===== src/rtl/issue_sched_pkg.sv =====
// Shared types and sizes for the 4-wide issue scheduler and its free list.
package issue_sched_pkg;

    localparam int LANES   = 4;
    localparam int DES_W   = 4;
    localparam int SRC_W   = 4;
    localparam int ENTRIES = 16;
    localparam int TAG_W   = 4;

    typedef enum logic [1:0] {
        RUN   = 2'd0,
        DRAIN = 2'd1,
        FLUSH = 2'd2
    } sched_state_e;

    typedef struct packed {
        logic             vld;
        logic [DES_W-1:0] des;
        logic [SRC_W-1:0] src1;
        logic [SRC_W-1:0] src2;
    } lane_t;

    // Length of the unbroken run of ones starting at bit 0.
    function automatic logic [2:0] lead_ones(input logic [LANES-1:0] q);
        logic [2:0] n;
        logic       run;
        n   = '0;
        run = 1'b1;
        for (int k = 0; k < LANES; k++) begin
            run = run & q[k];
            if (run) begin
                n = n + 3'd1;
            end
        end
        return n;
    endfunction

endpackage


===== src/rtl/issue_free_list.sv =====
// Busy bitmap for the in-flight table: picks the four lowest free entries,
// applies allocations and writebacks, and reports occupancy by popcount.
module issue_free_list
    import issue_sched_pkg::*;
(
    input  logic                   clk,
    input  logic                   rst,
    input  logic                   clear,
    input  logic [2:0]             alloc_cnt,
    input  logic [LANES-1:0]       wb_vld,
    input  logic [LANES*TAG_W-1:0] wb_tag,
    output logic [LANES*TAG_W-1:0] pick_tag,
    output logic [TAG_W:0]         free_cnt,
    output logic [TAG_W:0]         occ
);

    logic [ENTRIES-1:0] busy_reg;
    logic [ENTRIES-1:0] busy_next;
    logic [ENTRIES-1:0] alloc_mask;
    logic [ENTRIES-1:0] free_mask;
    logic [2:0]         found;

    // Priority picker: lowest free indices fill lane slots in order.
    always_comb begin
        pick_tag = '0;
        found    = '0;
        for (int i = 0; i < ENTRIES; i++) begin
            if (!busy_reg[i] && found < 3'(LANES)) begin
                pick_tag[found*TAG_W +: TAG_W] = TAG_W'(i);
                found = found + 3'd1;
            end
        end
    end

    // Masks of entries taken and released this cycle; duplicates collapse naturally.
    always_comb begin
        alloc_mask = '0;
        free_mask  = '0;
        for (int k = 0; k < LANES; k++) begin
            if (3'(k) < alloc_cnt) begin
                alloc_mask[pick_tag[k*TAG_W +: TAG_W]] = 1'b1;
            end
            if (wb_vld[k]) begin
                free_mask[wb_tag[k*TAG_W +: TAG_W]] = 1'b1;
            end
        end
        busy_next = clear ? '0 : ((busy_reg & ~free_mask) | alloc_mask);
    end

    // Busy bitmap register; a freed entry becomes pickable only next cycle.
    always_ff @(posedge clk or negedge rst) begin
        if (!rst) begin
            busy_reg <= '0;
        end else begin
            busy_reg <= busy_next;
        end
    end

    // Occupancy as popcount of the bitmap, so it can never wrap.
    always_comb begin
        occ = '0;
        for (int i = 0; i < ENTRIES; i++) begin
            occ = occ + (TAG_W+1)'(busy_reg[i]);
        end
        free_cnt = (TAG_W+1)'(ENTRIES) - occ;
    end

endmodule


===== src/rtl/issue_scheduler.sv =====
// 4-wide in-order issue controller: accepts the longest hazard-free prefix of
// the decoded bundle, allocates in-flight tags, and sequences drain and flush.
// Optional stall counter enabled by defining ISSUE_SCHED_STATS_EN.
module issue_scheduler
    import issue_sched_pkg::*;
(
    input  logic                   clk,
    input  logic                   rst,
    input  logic [LANES-1:0]       dec_vld,
    input  logic [LANES*DES_W-1:0] dec_des,
    input  logic [LANES*SRC_W-1:0] dec_src1,
    input  logic [LANES*SRC_W-1:0] dec_src2,
    input  logic [LANES-1:0]       hazard,
    output logic [2:0]             dec_acc,
    output logic [LANES-1:0]       iss_vld,
    output logic [LANES*TAG_W-1:0] iss_tag,
    output logic [LANES*DES_W-1:0] iss_des,
    input  logic [LANES-1:0]       wb_vld,
    input  logic [LANES*TAG_W-1:0] wb_tag,
    input  logic                   flush,
    input  logic                   drain_req,
    output logic                   drain_done,
    output logic [TAG_W:0]         occ,
`ifdef ISSUE_SCHED_STATS_EN
    output logic [31:0]            stall_cycles,
`endif
    output logic                   full
);

    sched_state_e state_reg, state_next;

    lane_t                   lanes [LANES];
    logic [LANES-1:0]        qual;
    logic [2:0]              lead;
    logic [2:0]              acc_cap;
    logic                    accept_en;
    logic [LANES*TAG_W-1:0]  pick_tag;
    logic [TAG_W:0]          free_cnt;
    logic [LANES-1:0]        iss_vld_reg;
    logic [LANES*TAG_W-1:0]  iss_tag_reg;
    logic [LANES*DES_W-1:0]  iss_des_reg;

    // Per-lane qualification: valid, no external hazard, no RAW on an older valid lane.
    for (genvar gi = 0; gi < LANES; gi++) begin : g_lane
        logic raw_hit;

        assign lanes[gi] = '{vld:  dec_vld[gi],
                             des:  dec_des[gi*DES_W +: DES_W],
                             src1: dec_src1[gi*SRC_W +: SRC_W],
                             src2: dec_src2[gi*SRC_W +: SRC_W]};

        // Intra-bundle RAW against every earlier valid lane.
        always_comb begin
            raw_hit = 1'b0;
            for (int j = 0; j < gi; j++) begin
                if (lanes[j].vld &&
                    (lanes[gi].src1 == lanes[j].des || lanes[gi].src2 == lanes[j].des)) begin
                    raw_hit = 1'b1;
                end
            end
        end

        assign qual[gi] = lanes[gi].vld && !hazard[gi] && !raw_hit;
    end

    // Leading qualifying lanes, limited by the free entries seen this cycle.
    always_comb begin
        lead    = lead_ones(qual);
        acc_cap = ({2'b00, lead} > free_cnt) ? free_cnt[2:0] : lead;
        dec_acc = accept_en ? acc_cap : 3'd0;
    end

    // State register.
    always_ff @(posedge clk or negedge rst) begin
        if (!rst) begin
            state_reg <= RUN;
        end else begin
            state_reg <= state_next;
        end
    end

    // Next state and state-decoded controls; flush wins in every state, and a
    // drain request stops acceptance in the very cycle it is raised.
    always_comb begin
        state_next = state_reg;
        accept_en  = 1'b0;
        drain_done = 1'b0;
        case (state_reg)
            RUN: begin
                accept_en = !flush && !drain_req;
                if (flush) begin
                    state_next = FLUSH;
                end else if (drain_req) begin
                    state_next = DRAIN;
                end
            end
            DRAIN: begin
                drain_done = (occ == '0);
                if (flush) begin
                    state_next = FLUSH;
                end else if (!drain_req) begin
                    state_next = RUN;
                end
            end
            FLUSH: begin
                state_next = flush ? FLUSH : RUN;
            end
            default: begin
                state_next = RUN;
            end
        endcase
    end

    issue_free_list u_free_list (
        .clk       (clk),
        .rst       (rst),
        .clear     (flush),
        .alloc_cnt (dec_acc),
        .wb_vld    (wb_vld),
        .wb_tag    (wb_tag),
        .pick_tag  (pick_tag),
        .free_cnt  (free_cnt),
        .occ       (occ)
    );

    // Issue registers: accepted lanes carry their tag and destination, others are zeroed.
    always_ff @(posedge clk or negedge rst) begin
        if (!rst) begin
            iss_vld_reg <= '0;
            iss_tag_reg <= '0;
            iss_des_reg <= '0;
        end else begin
            for (int k = 0; k < LANES; k++) begin
                iss_vld_reg[k]                 <= (3'(k) < dec_acc);
                iss_tag_reg[k*TAG_W +: TAG_W]  <= (3'(k) < dec_acc) ? pick_tag[k*TAG_W +: TAG_W] : '0;
                iss_des_reg[k*DES_W +: DES_W]  <= (3'(k) < dec_acc) ? dec_des[k*DES_W +: DES_W] : '0;
            end
        end
    end

    assign iss_vld = iss_vld_reg;
    assign iss_tag = iss_tag_reg;
    assign iss_des = iss_des_reg;
    assign full    = (occ == (TAG_W+1)'(ENTRIES));

`ifdef ISSUE_SCHED_STATS_EN
    logic [31:0] stall_reg;

    // Saturating count of RUN cycles where the oldest lane was offered but nothing issued.
    always_ff @(posedge clk or negedge rst) begin
        if (!rst) begin
            stall_reg <= '0;
        end else if (dec_vld[0] && state_reg == RUN && dec_acc == 3'd0 && stall_reg != '1) begin
            stall_reg <= stall_reg + 32'd1;
        end
    end

    assign stall_cycles = stall_reg;
`endif

endmodule

===== config.mk =====
export PLATFORM = sky130hd
export DESIGN_NAME = issue_scheduler
export DESIGN_NICKNAME = d
export VERILOG_FILES = /design/src/rtl/issue_sched_pkg.sv /design/src/rtl/issue_free_list.sv /design/src/rtl/issue_scheduler.sv
export SDC_FILE = /design/constraint.sdc
export NUM_CORES = 1
export LEC_CHECK = 0
export CORE_MARGIN = 3
export CORE_UTILIZATION = 57
export DETAILED_ROUTE_END_ITERATION = 10
export PLACE_DENSITY = 0.9
export SYNTH_ARGS = -nofsm -noshare
export SYNTH_HDL_FRONTEND = slang
export SYNTH_HIERARCHICAL = 1
export SYNTH_SLANG_ARGS = --single-unit

===== constraint.sdc =====
create_clock -name clk -period 15.97 [get_ports clk]
set_clock_uncertainty 0.2 [all_clocks]
set_input_delay 4.791 -clock clk [delete_from_list [all_inputs] [get_ports clk]]
set_output_delay 4.791 -clock clk [all_outputs]
set_load 0.02 [all_outputs]

Yosys cells after proc, flatten, opt, wreduce, memory -nomap -nowiden. Cells that the tools add are included. W data, S select, Z words.

$add $sub $neg: 48. Order comparisons: 36. Equality and inequality tests: 17. Shift operators: 30. Multiplexer cells: 97. Bitwise gates (word level): 13. Reduce and logical (&&, ||, !) cells: 70.

Operators by type and width (count): $neg A5 Y34 (15); $shift A4 B34 Y16 const A (15); $shiftx A4 B34 Y16 const A (15); $mux W16 (24); $bwmux W16 (14); $or A16 B16 Y16 (7); $add A5 B1 Y5 (14); $mux W3 (19); $add A3 B1 Y3 const B (17); $eq A4 B4 Y1 (12); $lt A3 B3 Y1 const B (15); $lt A4 B5 Y1 const B (8); $logic_and A1 B1 Y1 (37); $and A16 B16 Y16 (2); $demux W1 S4 (8); $ge A4 B1 Y1 const B (8); $mux W4 (8); $logic_not A1 Y1 (24); $mux W1 (18); $not A16 Y16 (1); $mux W2 (5); $logic_or A1 B1 Y1 (6); $lt A1 B3 Y1 const A (2); $lt A2 B3 Y1 const A (2); other kinds (12) (15).

Register bits: 54. Input port bits: 80. Output and inout port bits: 46. Logic and storage cells: 316.

Depth between registers and ports, before layout.
Depth after elaboration: 60. Mapped depth: 65. Mapped depth without buffers: 63.

By module. Netlist, hierarchy kept.

By module, submodules not included: issue_free_list (instances 1, cells an instance 883, area each 6354.8 sq um, sequential area each 400.4 sq um); issue_scheduler (instances 1, cells an instance 230, area each 2379.8 sq um, sequential area each 950.9 sq um).

Least setup slack after synthesis. Ideal clock, no wire load.

Path type: reg2reg. Start: register u_free_list.busy_reg[0]. End: register u_free_list.busy_reg[3]. Setup time: 135 ps. Arrival: 13117 ps. Required time: 15635 ps. Path slack: 2518 ps. Stages on the path, launching flop included: 65. Buffers on the path: 3. Period minus slack after synthesis: 13452 ps. Path through: dfrtp_1 -> fa_1 -> clkbuf_1 -> inv_1 -> ha_1 -> nor3_1 -> nor2_1 -> ha_1 -> nand4_1 -> o31ai_1 -> inv_1 -> ha_1 -> nor2b_1 -> or4_4 -> buf_6 -> inv_2 -> clkbuf_1 -> nand2_1 -> [... 29 more ...] -> ha_1 -> nand2b_1 -> o21ai_0 -> ha_1 -> nor3_1 -> o21ai_0 -> nand2_1 -> ha_1 -> ha_1 -> nand3b_1 -> nor4_1 -> o21ai_0 -> mux2_2 -> a32o_1 -> o211ai_2 -> nor4b_1 -> a32oi_1 -> a31oi_1.

Longest elaborated chain between the ends: 60. Elaborated cells on any way between the ends: 186. Those cells by class: add/sub (45); order compare (28); shift (30); mux (59); bitwise (5); reduce/logical (19).

RTL lines: from (decl) (line issue_free_list.sv:17) `logic [ENTRIES-1:0] busy_reg;`; from (signal assigned) (line issue_free_list.sv:55) `busy_reg <= busy_next;`; $mux W1 (line issue_free_list.sv:28) `if (!busy_reg[i] && found < 3'(LANES)) begin`; $lt A3 B3 Y1 (line issue_free_list.sv:28); $logic_and A1 B1 Y1 (line issue_free_list.sv:28); $mux W3 (line issue_free_list.sv:28); $lt A3 B3 Y1 (line issue_free_list.sv:28); $logic_and A1 B1 Y1 (line issue_free_list.sv:28); $mux W3 (line issue_free_list.sv:28); $lt A3 B3 Y1 (line issue_free_list.sv:28); [... 45 more ...]; $mux W16 (line issue_free_list.sv:40) `if (3'(k) < alloc_cnt) begin`; $or A16 B16 Y16 (no line); $mux W16 (line issue_free_list.sv:40); $or A16 B16 Y16 (no line); $mux W16 * (line issue_free_list.sv:40); $or A16 B16 Y16 * (line issue_free_list.sv:47) `busy_next = clear ? '0 : ((busy_reg & ~free_mask) | alloc_mask);`; $mux W16 * (line issue_free_list.sv:47); net u_free_list.busy_next[3] (line issue_free_list.sv:18) `logic [ENTRIES-1:0] busy_next;`.

Mark *: on every way through the listed nets, which the timed path passes. The rest lies on a longest branch. A chain may end at the register's enable or synchronous reset.

Final worst setup path.
Start: register u_free_list.busy_reg[2]. End: register u_free_list.busy_reg[10].

Longest elaborated chain between the ends: 56. Elaborated cells on any way between the ends: 170. Those cells by class: add/sub (40); order compare (26); shift (26); mux (55); bitwise (4); reduce/logical (19).

RTL lines: $logic_not A1 Y1 * (line issue_free_list.sv:28); $logic_and A1 B1 Y1 * (line issue_free_list.sv:28); $mux W3 (line issue_free_list.sv:28); $lt A3 B3 Y1 (line issue_free_list.sv:28); $logic_and A1 B1 Y1 (line issue_free_list.sv:28); $mux W3 (line issue_free_list.sv:28); $lt A3 B3 Y1 (line issue_free_list.sv:28); $logic_and A1 B1 Y1 (line issue_free_list.sv:28); [... 35 more ...]; net pick_tag[1] (line issue_scheduler.sv:37) `logic [LANES*TAG_W-1:0] pick_tag;`; [... 6 more ...]; $mux W16 * (line issue_free_list.sv:40); $or A16 B16 Y16 (no line); $mux W16 * (line issue_free_list.sv:40); $or A16 B16 Y16 (no line); $mux W16 * (line issue_free_list.sv:40); $or A16 B16 Y16 * (line issue_free_list.sv:47); $mux W16 * (line issue_free_list.sv:47); net u_free_list.busy_next[10] (line issue_free_list.sv:18).

Marked as above.

==> implementation parameters <==
Parameter                              Value

Yosys
  Cell accounting for the most synthesized area    dfrtp_1
  Number of distinct library cell variants in the gate-level netlist after synthesis    about 120
  Share of async-settable or async-resettable flops after synthesis    1.00
  Register bit count reported by yosys    54
  Ranking of synthesized cells by instance count    82 x nor2_1, 81 x nand2_1, 77 x inv_1
  Flip-flop cell with the highest count after synthesis    dfrtp_1
  Number of flops mapped to enable cells by yosys    0
  Avg Inst Size Synth    between 7 and 8 µm²
  Part of the Yosys area used for sequential elements    0.155
  Cells taking the most area after synthesis    dfrtp_1 15%, ha_1 9.7%, xnor2_1 3.8%
  Yosys Warn Count    6
  Net count of the mapped netlist    about 1300
  Most frequent cell after synthesis    nor2_1
  Top-area cell type share of the netlist area    0.155
  Synthesized instance count    1113
  Synth Cell Area    just under 0.009 mm²

STA
  Final hold violation count    0
  Share of the clock period used by the worst path    0.929
  Clock period minus final worst setup slack    14.83 ns
  Number of setup violations in the final report    0
  FMAX    around 0.067 GHz
  Hold Slack    approximately 0.38 ns
  Final Slew Violations    0
  Unrepaired setup endpoints after global routing    false
  Measured slew at the worst slew-check pin    about 1.3 ns
  Relative max-transition margin    0.103
  Setup tns final    0 ns

Worst setup path
  Type of origin of the critical path    flop
  WP buf/inv    9
  Worst reg2reg path startpoint    u_free_list/busy_reg[2]
  Maximum fanout encountered on the critical timing path    15
  Kind of capture point of the worst setup path    flop
  Depth of the worst register-to-register path    between 60 and 70
  Maximum single-stage delay on the critical path    about 0.70 ns
  Category of the most critical setup path    flop to flop
  Req. time, crit path    around 16 ns
  Dominant delay contributor by cell family on the critical path    adder cells
  CP Data Arrival Time    between 10 and 15 ns
  Worst setup path start    u_free_list/busy_reg[2]
  Most common cell type on the critical path    ha_1
  Crit path to    u_free_list/busy_reg[10]
  Internal reg-to-reg setup slack    between 1 and 1.5 ns
  Worst-path cell with the longest stage delay    fa_2
  CP Depth    62
  End of the worst register-to-register path    u_free_list/busy_reg[10]

Clocking
  TritonCTS Buffers    5
  CTS H-Tree Depth    2
  Root buffer cell    clkbuf_16
  Number of hold buffers added after CTS    0
  Post-CTS clock slew at the launch and capture registers of the worst setup and hold paths    roughly 0.07 ns
  Longest Clk Path Bufs    2
  Worst-Skew Late Latency    roughly 0.30 ns
  Clock sink count    54
  TritonCTS clock tree    built

Route
  Average wire per cell in the routed design    around 22 µm
  Vias after detailed routing    about 9500
  Number of antenna-violating nets in the routed design    0
  Number of DRC violations after detailed-routing iteration 0    between 1000 and 1500
  DRT Wirelength    30500 µm
  First-pass DRT Iterations    7
  Remaining routing DRC violations    0
  Average vias per placed instance    approximately 6.8

Cells and area
  Footprint of the multi-input gates    between 0.006 and 0.007 mm²
  Post-Layout Inst Area    about 0.01 mm²
  Area Growth Syn to Fin    17.5%
  Fill cell instance count of the final layout    1237
  Sequential cell area    0.00135 mm²
  Layout Nets    1383
  Diodes inserted    0
  Layout cell share with drive strength beyond 1    0.101

GRT
  Total GRT Usage    0.355
  Wire length of the first global-routing pass    around 48000 µm
  Largest net degree at the start of global routing    55
  Aggregate global routing overflow    0
  Number of antenna violations at the first check in global routing    0
  Via count of the first global-routing pass    9117

Floorplanning
  I/O Pins    about 130
  Die boundary height    ~130 µm
  Placement row count    44
  Area of the die    0.0168 mm²
  Standard cell core area    around 0.015 mm²
  Width of the die    roughly 130 µm
  Initial standard-cell utilization of the core    0.592

Status
  Run status    finished, final reports clean

Place
  Area after detailed placement    approximately 0.010 mm²
  IO buf count    approximately 120
  Placer's final routability congestion estimate    a little over 1
  Detailed placement HPWL    24900 µm

Min path
  Hold/Removal Path Class    flop to flop

Pwr
  Static leakage    around 4.3 nW
  Max rail drop VDD    around 0.000084 V
  Pwr/cell area    around 77 mW/mm²

Run
  Number of maximum-capacitance violations    0
[worst min-delay path, stage by stage (launching register included)]
cell	delay [ns]
dfrtp_1	0.39
o21ai_0	0.08
o21ai_0	0.07
[what timing repair did]
item	CTS	global route
setup buffers	0	3
resized for setup	0	5
setup endpoints to repair	0	16
[area by class of cell]
cell class | instances | area share
Clock buffer | 5 | 0.0122
Clock inverter | 3 | 0.00207
Inverter | 91 | 0.0337
Multi-Input combinational cell | 927 | 0.664
Sequential cell | 54 | 0.132
Tap cell | 184 | 0.0224
Timing Repair Buffer | 145 | 0.134
[logic make-up after synthesis]
kind of cell,after synthesis,synth area share
AO/OA/AOI/OAI,278,0.240
AND/OR/NAND/NOR,480,0.310
XOR/XNOR,72,0.0825
buffers and inverters,132,0.0678
multiplexers,18,0.0221
flip-flops,54,0.155
adder cells (fa/ha/maj),79,0.123
[metal layers]
layer	vias up	track usage	routed length [µm]
met4	0	0.119	1130
li1	4361	-	-
met2	582	0.565	13800
met5	-	0	0
met3	102	0.0684	3030
met1	4477	0.487	12500
[how the worst min path moves through the flow]
stage,end,start,cells past startpoint
2_1_floorplan,state_reg[1],state_reg[1],2
3_3_place_gp,state_reg[1],state_reg[1],2
3_5_place_dp,state_reg[1],state_reg[1],2
4_1_cts,state_reg[1],state_reg[1],2
5_1_grt,state_reg[0],state_reg[0],2
6_report,state_reg[1],state_reg[1],2
[report_power, final]
part | switching (mW) | leakage [nW] | total, mW | internal [mW]
combinational | 0.330 | 3.50 | 0.539 | 0.210
clock | 0.0534 | 0.0698 | 0.112 | 0.0583
sequential | 0.00231 | 0.752 | 0.142 | 0.140
total | 0.385 | 4.32 | 0.793 | 0.407
[per-stage QoR]
step           setup slack, ns  total power [mW]  utilization  instances
6_report                  1.14             0.793        0.696       1409
5_1_grt                 0.0249             0.851        0.696       1409
4_1_cts                   1.05             0.779        0.693       1406
3_5_place_dp              1.11             0.667        0.683       1398
3_3_place_gp              1.40             0.649        0.683       1398
2_1_floorplan             2.52             0.520            -       1113
[layout by cell type, fill, tap and decap left out, types with 11 or more instances in the layout]
| master | netlist | final |
|---|---|---|
| a211oi_1 | 13 | 12 |
| a21boi_1 | 16 | 16 |
| a21o_1 | 11 | 11 |
| a21oi_1 | 40 | 40 |
| a31oi_1 | 30 | 30 |
| and2_1 | 14 | 14 |
| and3_1 | 15 | 15 |
| buf_4 | 5 | 28 |
| clkdlybuf4s50_1 | 0 | 116 |
| dfrtp_1 | 54 | 54 |
| ha_1 | 68 | 68 |
| inv_1 | 77 | 77 |
| inv_2 | 12 | 12 |
| nand2_1 | 81 | 81 |
| nand2b_1 | 27 | 27 |
| nand3_1 | 46 | 46 |
| nand4_1 | 22 | 22 |
| nor2_1 | 82 | 82 |
| nor2b_1 | 27 | 26 |
| nor3_1 | 48 | 47 |
| nor4_1 | 21 | 20 |
| o21ai_0 | 29 | 29 |
| o22ai_1 | 13 | 13 |
| or3_1 | 13 | 13 |
| xnor2_1 | 38 | 38 |
| xor2_1 | 27 | 27 |
No activity file was read; power rests on OpenSTA's default activity.
